**src/rtl/beta_pkg.sv**
```systemverilog
// Shared types for the decode-stage pipeline controller.
// PIPE_BYPASS_EN selects operand bypassing instead of full interlocks.
package beta_pkg;

  localparam logic [4:0] R31 = 5'd31;
  localparam logic [4:0] XP  = 5'd30;

  typedef enum logic [1:0] {
    BYP_RF  = 2'b00,
    BYP_EX  = 2'b01,
    BYP_MEM = 2'b10,
    BYP_WB  = 2'b11
  } bypass_e;

  typedef enum logic [1:0] {
    ST_IDLE,
    ST_PEND,
    ST_TAKE,
    ST_MASK
  } irq_st_e;

  typedef struct packed {
    logic       valid;
    logic [4:0] rc;
    logic       load;
  } tag_t;

endpackage

```
**src/rtl/hazard_cmp.sv**
```systemverilog
// Per-operand hazard compare against the EX/MEM/WB destination tags.
// PIPE_BYPASS_EN: youngest-match bypass, else interlock on any match.
module hazard_cmp
  import beta_pkg::*;
(
  input  logic       uses_i,
  input  logic [4:0] src_i,
  input  tag_t       ex_i,
  input  tag_t       mem_i,
  input  tag_t       wb_i,
  output bypass_e    sel_o,
  output logic       stall_o
);

  logic live;
  logic m_ex;
  logic m_mem;
  logic m_wb;
  logic unused_load;

  assign live  = uses_i && (src_i != R31);
  assign m_ex  = live && ex_i.valid && (ex_i.rc == src_i);
  assign m_mem = live && mem_i.valid && (mem_i.rc == src_i);
  assign m_wb  = live && wb_i.valid && (wb_i.rc == src_i);
  assign unused_load = ^{ex_i.load, mem_i.load, wb_i.load};

`ifdef PIPE_BYPASS_EN
  always_comb begin
    sel_o = BYP_RF;
    if (m_ex)
      sel_o = BYP_EX;
    else if (m_mem)
      sel_o = BYP_MEM;
    else if (m_wb)
      sel_o = BYP_WB;
  end

  // load data only exists once the load reaches WB
  assign stall_o = (m_ex && ex_i.load) ||
                   (m_mem && mem_i.load);
`else
  assign sel_o   = BYP_RF;
  assign stall_o = m_ex || m_mem || m_wb;
`endif

endmodule

```
**src/rtl/pipe_ctrl.sv**
```systemverilog
// Decode-stage hazard, annul and interrupt-entry controller.
// PIPE_BYPASS_EN enables bypass selects; default build interlocks.
module pipe_ctrl
  import beta_pkg::*;
(
  input  logic       clk,
  input  logic       rst,
  input  logic       id_valid,
  input  logic [4:0] id_ra,
  input  logic [4:0] id_rb,
  input  logic [4:0] id_rc,
  input  logic       id_uses_ra,
  input  logic       id_uses_rb,
  input  logic       id_writes_rc,
  input  logic       id_is_load,
  input  logic       id_branch_taken,
  input  logic       id_sup,
  input  logic       irq,
  output logic       stall,
  output logic       annul_if,
  output logic       bubble_ex,
  output logic [1:0] ra_sel,
  output logic [1:0] rb_sel,
  output logic       irq_take
);

  tag_t    ex_q;
  tag_t    ex_d;
  tag_t    mem_q;
  tag_t    wb_q;
  irq_st_e st_q;
  logic    rst_q;

  bypass_e sel_a;
  bypass_e sel_b;
  logic    haz_a;
  logic    haz_b;
  logic    quiet;
  logic    in_take;
  logic    stall_w;

  hazard_cmp u_ra (
    .uses_i  (id_uses_ra),
    .src_i   (id_ra),
    .ex_i    (ex_q),
    .mem_i   (mem_q),
    .wb_i    (wb_q),
    .sel_o   (sel_a),
    .stall_o (haz_a)
  );

  hazard_cmp u_rb (
    .uses_i  (id_uses_rb),
    .src_i   (id_rb),
    .ex_i    (ex_q),
    .mem_i   (mem_q),
    .wb_i    (wb_q),
    .sel_o   (sel_b),
    .stall_o (haz_b)
  );

  // outputs stay low in the reset cycle and the one after it
  assign quiet   = rst || rst_q;
  assign in_take = (st_q == ST_TAKE);

  assign stall_w = id_valid && (haz_a || haz_b) &&
                   !in_take && !quiet;

  assign stall     = stall_w;
  assign bubble_ex = stall_w;
  assign irq_take  = in_take && !quiet;
  assign annul_if  = (in_take && !quiet) ||
                     (id_branch_taken && id_valid &&
                      !stall_w && !quiet);
  assign ra_sel    = quiet ? BYP_RF : sel_a;
  assign rb_sel    = quiet ? BYP_RF : sel_b;

  always_comb begin
    ex_d = '0;
    if (in_take) begin
      ex_d = '{valid: 1'b1, rc: XP, load: 1'b0};
    end else if (!stall_w) begin
      ex_d.valid = id_valid && id_writes_rc &&
                   (id_rc != R31);
      ex_d.rc    = id_rc;
      ex_d.load  = id_is_load;
    end
  end

  always_ff @(posedge clk) begin
    if (rst) begin
      ex_q  <= '0;
      mem_q <= '0;
      wb_q  <= '0;
      st_q  <= ST_IDLE;
      rst_q <= 1'b1;
    end else begin
      rst_q <= 1'b0;
      ex_q  <= ex_d;
      mem_q <= ex_q;
      wb_q  <= mem_q;
      unique case (st_q)
        ST_IDLE:
          if (irq)
            st_q <= ST_PEND;
        ST_PEND:
          if (!irq)
            st_q <= ST_IDLE;
          else if (id_valid && !id_sup && !stall_w)
            st_q <= ST_TAKE;
        ST_TAKE:
          st_q <= ST_MASK;
        ST_MASK:
          if (!irq && !id_sup)
            st_q <= ST_IDLE;
      endcase
    end
  end

endmodule

```
**config.mk**
```make
export PLATFORM = sky130hd
export DESIGN_NAME = pipe_ctrl
export DESIGN_NICKNAME = d
export VERILOG_FILES = /design/src/rtl/beta_pkg.sv /design/src/rtl/hazard_cmp.sv /design/src/rtl/pipe_ctrl.sv
export SDC_FILE = /design/constraint.sdc
export NUM_CORES = 1
export LEC_CHECK = 0
export CORE_UTILIZATION = 40
export DETAILED_ROUTE_END_ITERATION = 6
export GPL_ROUTABILITY_DRIVEN = 0
export HOLD_SLACK_MARGIN = 0.02
export PLACE_DENSITY = 0.69
export SYNTH_ARGS = -nofsm -noshare
export SYNTH_HDL_FRONTEND = slang
export SYNTH_SLANG_ARGS = --single-unit
```
**constraint.sdc**
```tcl
create_clock -name clk -period 2 [get_ports clk]
set_clock_uncertainty 0.1 [all_clocks]
set_input_delay 0.4 -clock clk [delete_from_list [all_inputs] [get_ports clk]]
set_output_delay 0.4 -clock clk [all_outputs]
set_load 0.01 [all_outputs]
```
==> impl_summary.md <==
Logic synthesis
Of the post-synthesis cell area, the dominant cell type holds 0.373. The leading area contributor after synthesis is dfxtp_1. The number of enable-type register cells in the synthesized netlist is 0. Yosys instantiated no cell more often than xor2_1. Ranked by instance count, the synthesized netlist is headed by xor2_1 (24), dfxtp_1 (21), nor2b_1 (14). The fraction of registers with async set/reset is 0.

The part of the Yosys area used for sequential elements is 0.373. Synthesis produced a netlist whose cell count is 121. The post-synthesis instance area is 0.00113 mm2.

The most used flip-flop cell after synthesis is dfxtp_1. The count of warnings emitted by yosys is 0. The flip-flop and latch count after synthesis is 21. The average cell area after synthesis is 9.32 um2. By area the synthesized netlist is led by dfxtp_1 (37%), xor2_1 (19%), nor2b_1 (7.8%). The count of cell types in the netlist is 26.

Worst setup path
In this design, the stage delay of the slowest critical-path cell is 0.29 ns. The worst setup path is captured at an output port. STA puts the critical path data required time at 1.50 ns.

Traced cell by cell, the critical path runs through clkdlybuf4s15_1, xor2_1, nor4_1, nand3_1, a31o_4, o211ai_4, o21bai_1, buf_2. The critical path contains buffers and inverters numbering 2 combined. For the worst setup path, the data arrival time is 1.87 ns.

The cell family with the largest share of critical-path delay is simple AND/OR/NAND/NOR gates. The startpoint kind of the worst setup timing path is a primary input. The highest net fanout along the worst path is 4. The cell with the largest stage delay on the worst path is nor4_1.

The critical path in this run is classified as primary input to output port.

Detailed routing
The number of routed nets with antenna violations is 0. The detailed-route wire length per cell is 13.8 um. The sum of routed wire length over all layers is 2.75 mm. For this block, the via count after detailed routing is 1004. The number of violations reported at the end of detailed-routing iteration 0 is 10. The via count normalized by instance count is 5.05. The number of optimization iterations in the first detailed-route pass is 6. The DRC violation count after routing is 1.

Place
Summed over all nets, the half-perimeter wirelength after detailed placement is 2.14 mm. The count of buffers added on input and output ports is 27. The area of placed instances is 0.00153 mm2.

STA
The final critical-path share of the clock period is 1.19. Setup repair after global routing could not meet its margin everywhere. The highest clock frequency the design can meet is 0.421 GHz.

The setup total negative slack is -0.975 ns. The final count of pins violating max slew is 0. The worst hold slack is 0.403 ns. The final setup slack of the worst path is -0.373 ns. The shortest period the worst path allows is 2.37 ns. The number of setup violations in the final report is 3. The count of endpoints failing hold in the final timing report is 0.

Clock tree
Clock latency on the worst-skew pair, taken at its later pin, is 0.31 ns. After clock tree synthesis, the flow added hold-fix buffers numbering 0. The maximum clock insertion buffer count is 2.

In this run the number of H-tree levels came out at 1. The clock-pin transition on the worst setup and hold timing paths is 0.13 ns. Clock tree synthesis selected as its root buffer the cell clkbuf_4. In this run, CTS created clock tree buffers numbering 3. The total clock sinks is 21. The TritonCTS clock tree is built.

Status
The checks that failed: DRC, setup timing. The run finished, with violations left.

Die
Measured along the y axis, the die boundary spans 55.1 um. The top-level port count is 33. The die footprint is 0.00303 mm2. The count of standard-cell rows is 18. The die is 55.1 um wide. The total area inside the core boundary comes to 0.00257 mm2. The starting utilization of the core area is 0.439.

Layout
In the final layout, the multi-input gates occupy 714 um2. For this run, the post-layout net count is 195. The antenna diode count is 0. The sequential cells in the finished layout cover a total of 424 um2. The area of all placed cells without fillers is 0.00161 mm2. The layout has 239 filler cells. The share of final-layout standard cells stronger than drive strength 1 is 0.266. The area overhead of the layout relative to synthesis is 42.6%. At the end of the flow the core is filled with cells to 0.626.

Pwr
The worst voltage drop across the vdd grid is 0.469 mV. For this design the ratio of total power to cell area is 526 mW/mm2. The leakage dissipation is 0.699 nW.

Global route
The number of global-route vias before repair is 1004. For met3 alone, demand over resource in global routing was 0.0546. The global routing met1 resource utilization is 0.197. The total global routing overflow is 0. The global routing stage identified its most utilized layer as met2. For met2 alone, demand over resource in global routing was 0.404. Entering global routing, the biggest net connects 16 pins. The number of antenna violations at the first check in global routing is 0. The global-route total usage across every layer is 0.202. The first-pass GRT wire length is 4.20 mm.

Worst hold path
The worst hold path belongs to the class register to register.

Job
Max-cap violations in this run came to 0.
==> final cells by class <==
class,instances,area share
clock buffer,3,0.0140
clock inverter,1,0.00311
inverter,2,0.00467
multi-input combinational,95,0.444
sequential,21,0.264
tap,30,0.0233
timing repair buffer,47,0.247
==> placed cells by master, fill, tap and decap left out, types with 2 or more instances in the layout <==
cell and count:
inv_1 2, nand3_1 11, clkbuf_4 3, dlygate4sd2_1 5
nor4_2 2, xor2_1 24, clkdlybuf4s15_1 2, nor4_1 4
nand3b_1 2, buf_4 19, nor2_1 9, buf_6 2
nand2_1 3, a21oi_1 2, xnor2_1 6, clkdlybuf4s50_1 12
dfxtp_1 18, clkbuf_2 3, dfxtp_2 3, nor2b_1 14
and3_1 2, clkdlybuf4s15_2 2, buf_2 2, conb_1 4
==> path summary, 6_finish.rpt <==
kind | startpoint | endpoint | slack, ns | depth (start not counted)
hold / removal | mem_q[6] | wb_q[6] | 0.40 | 1
setup reg to reg | ex_q[5] | ex_q[6] | 0.15 | 8
hold reg to reg | mem_q[6] | wb_q[6] | 0.40 | 1
setup / recovery | id_ra[0] | annul_if | -0.37 | 8
==> state kept, by name (all words and copies together) (netlist names), named ones only <==
register,flops
ex_q,6
mem_q,6
rst_q,1
st_q,1
wb_q,6
==> logic make-up after synthesis <==
family / Yosys count / synth area share
simple gates: 52 / 0.262
xor+xnor: 30 / 0.233
flops: 21 / 0.373
compound gates: 9 / 0.0855
buf+inv: 8 / 0.0433
other cells: 1 / 0.00333
==> per-stage QoR <==
stage	setup WS [ns]	std cells	total power, mW
2_1_floorplan	0.0403	124	0.541
5_1_grt	-0.466	199	0.887
3_3_place_gp	-1.06	192	0.636
3_5_place_dp	-1.01	192	0.641
6_report	-0.373	199	0.846
4_1_cts	-0.377	199	0.852
==> where the power goes <==
group | internal (mW) | total (mW) | switching, mW
clock | 0.0747 | 0.208 | 0.133
sequential | 0.438 | 0.455 | 0.0174
combinational | 0.102 | 0.183 | 0.0804
total | 0.615 | 0.846 | 0.231
==> repair_timing <==
action	CTS	global route
hold endpoints to repair	0	0
pin swaps	17	11
resized for setup	39	9
setup buffers	3	0
endpoints found under the setup margin	10	5
==> per-layer routing <==
| metal | vias up | wire [um] |
|---|---|---|
| met2 | 43 | 1420 |
| met3 | 6 | 172 |
| met5 | - | 0 |
| met4 | 0 | 41 |
| met1 | 463 | 1120 |
| li1 | 492 | - |
No activity file was read; power rests on OpenSTA's default activity.
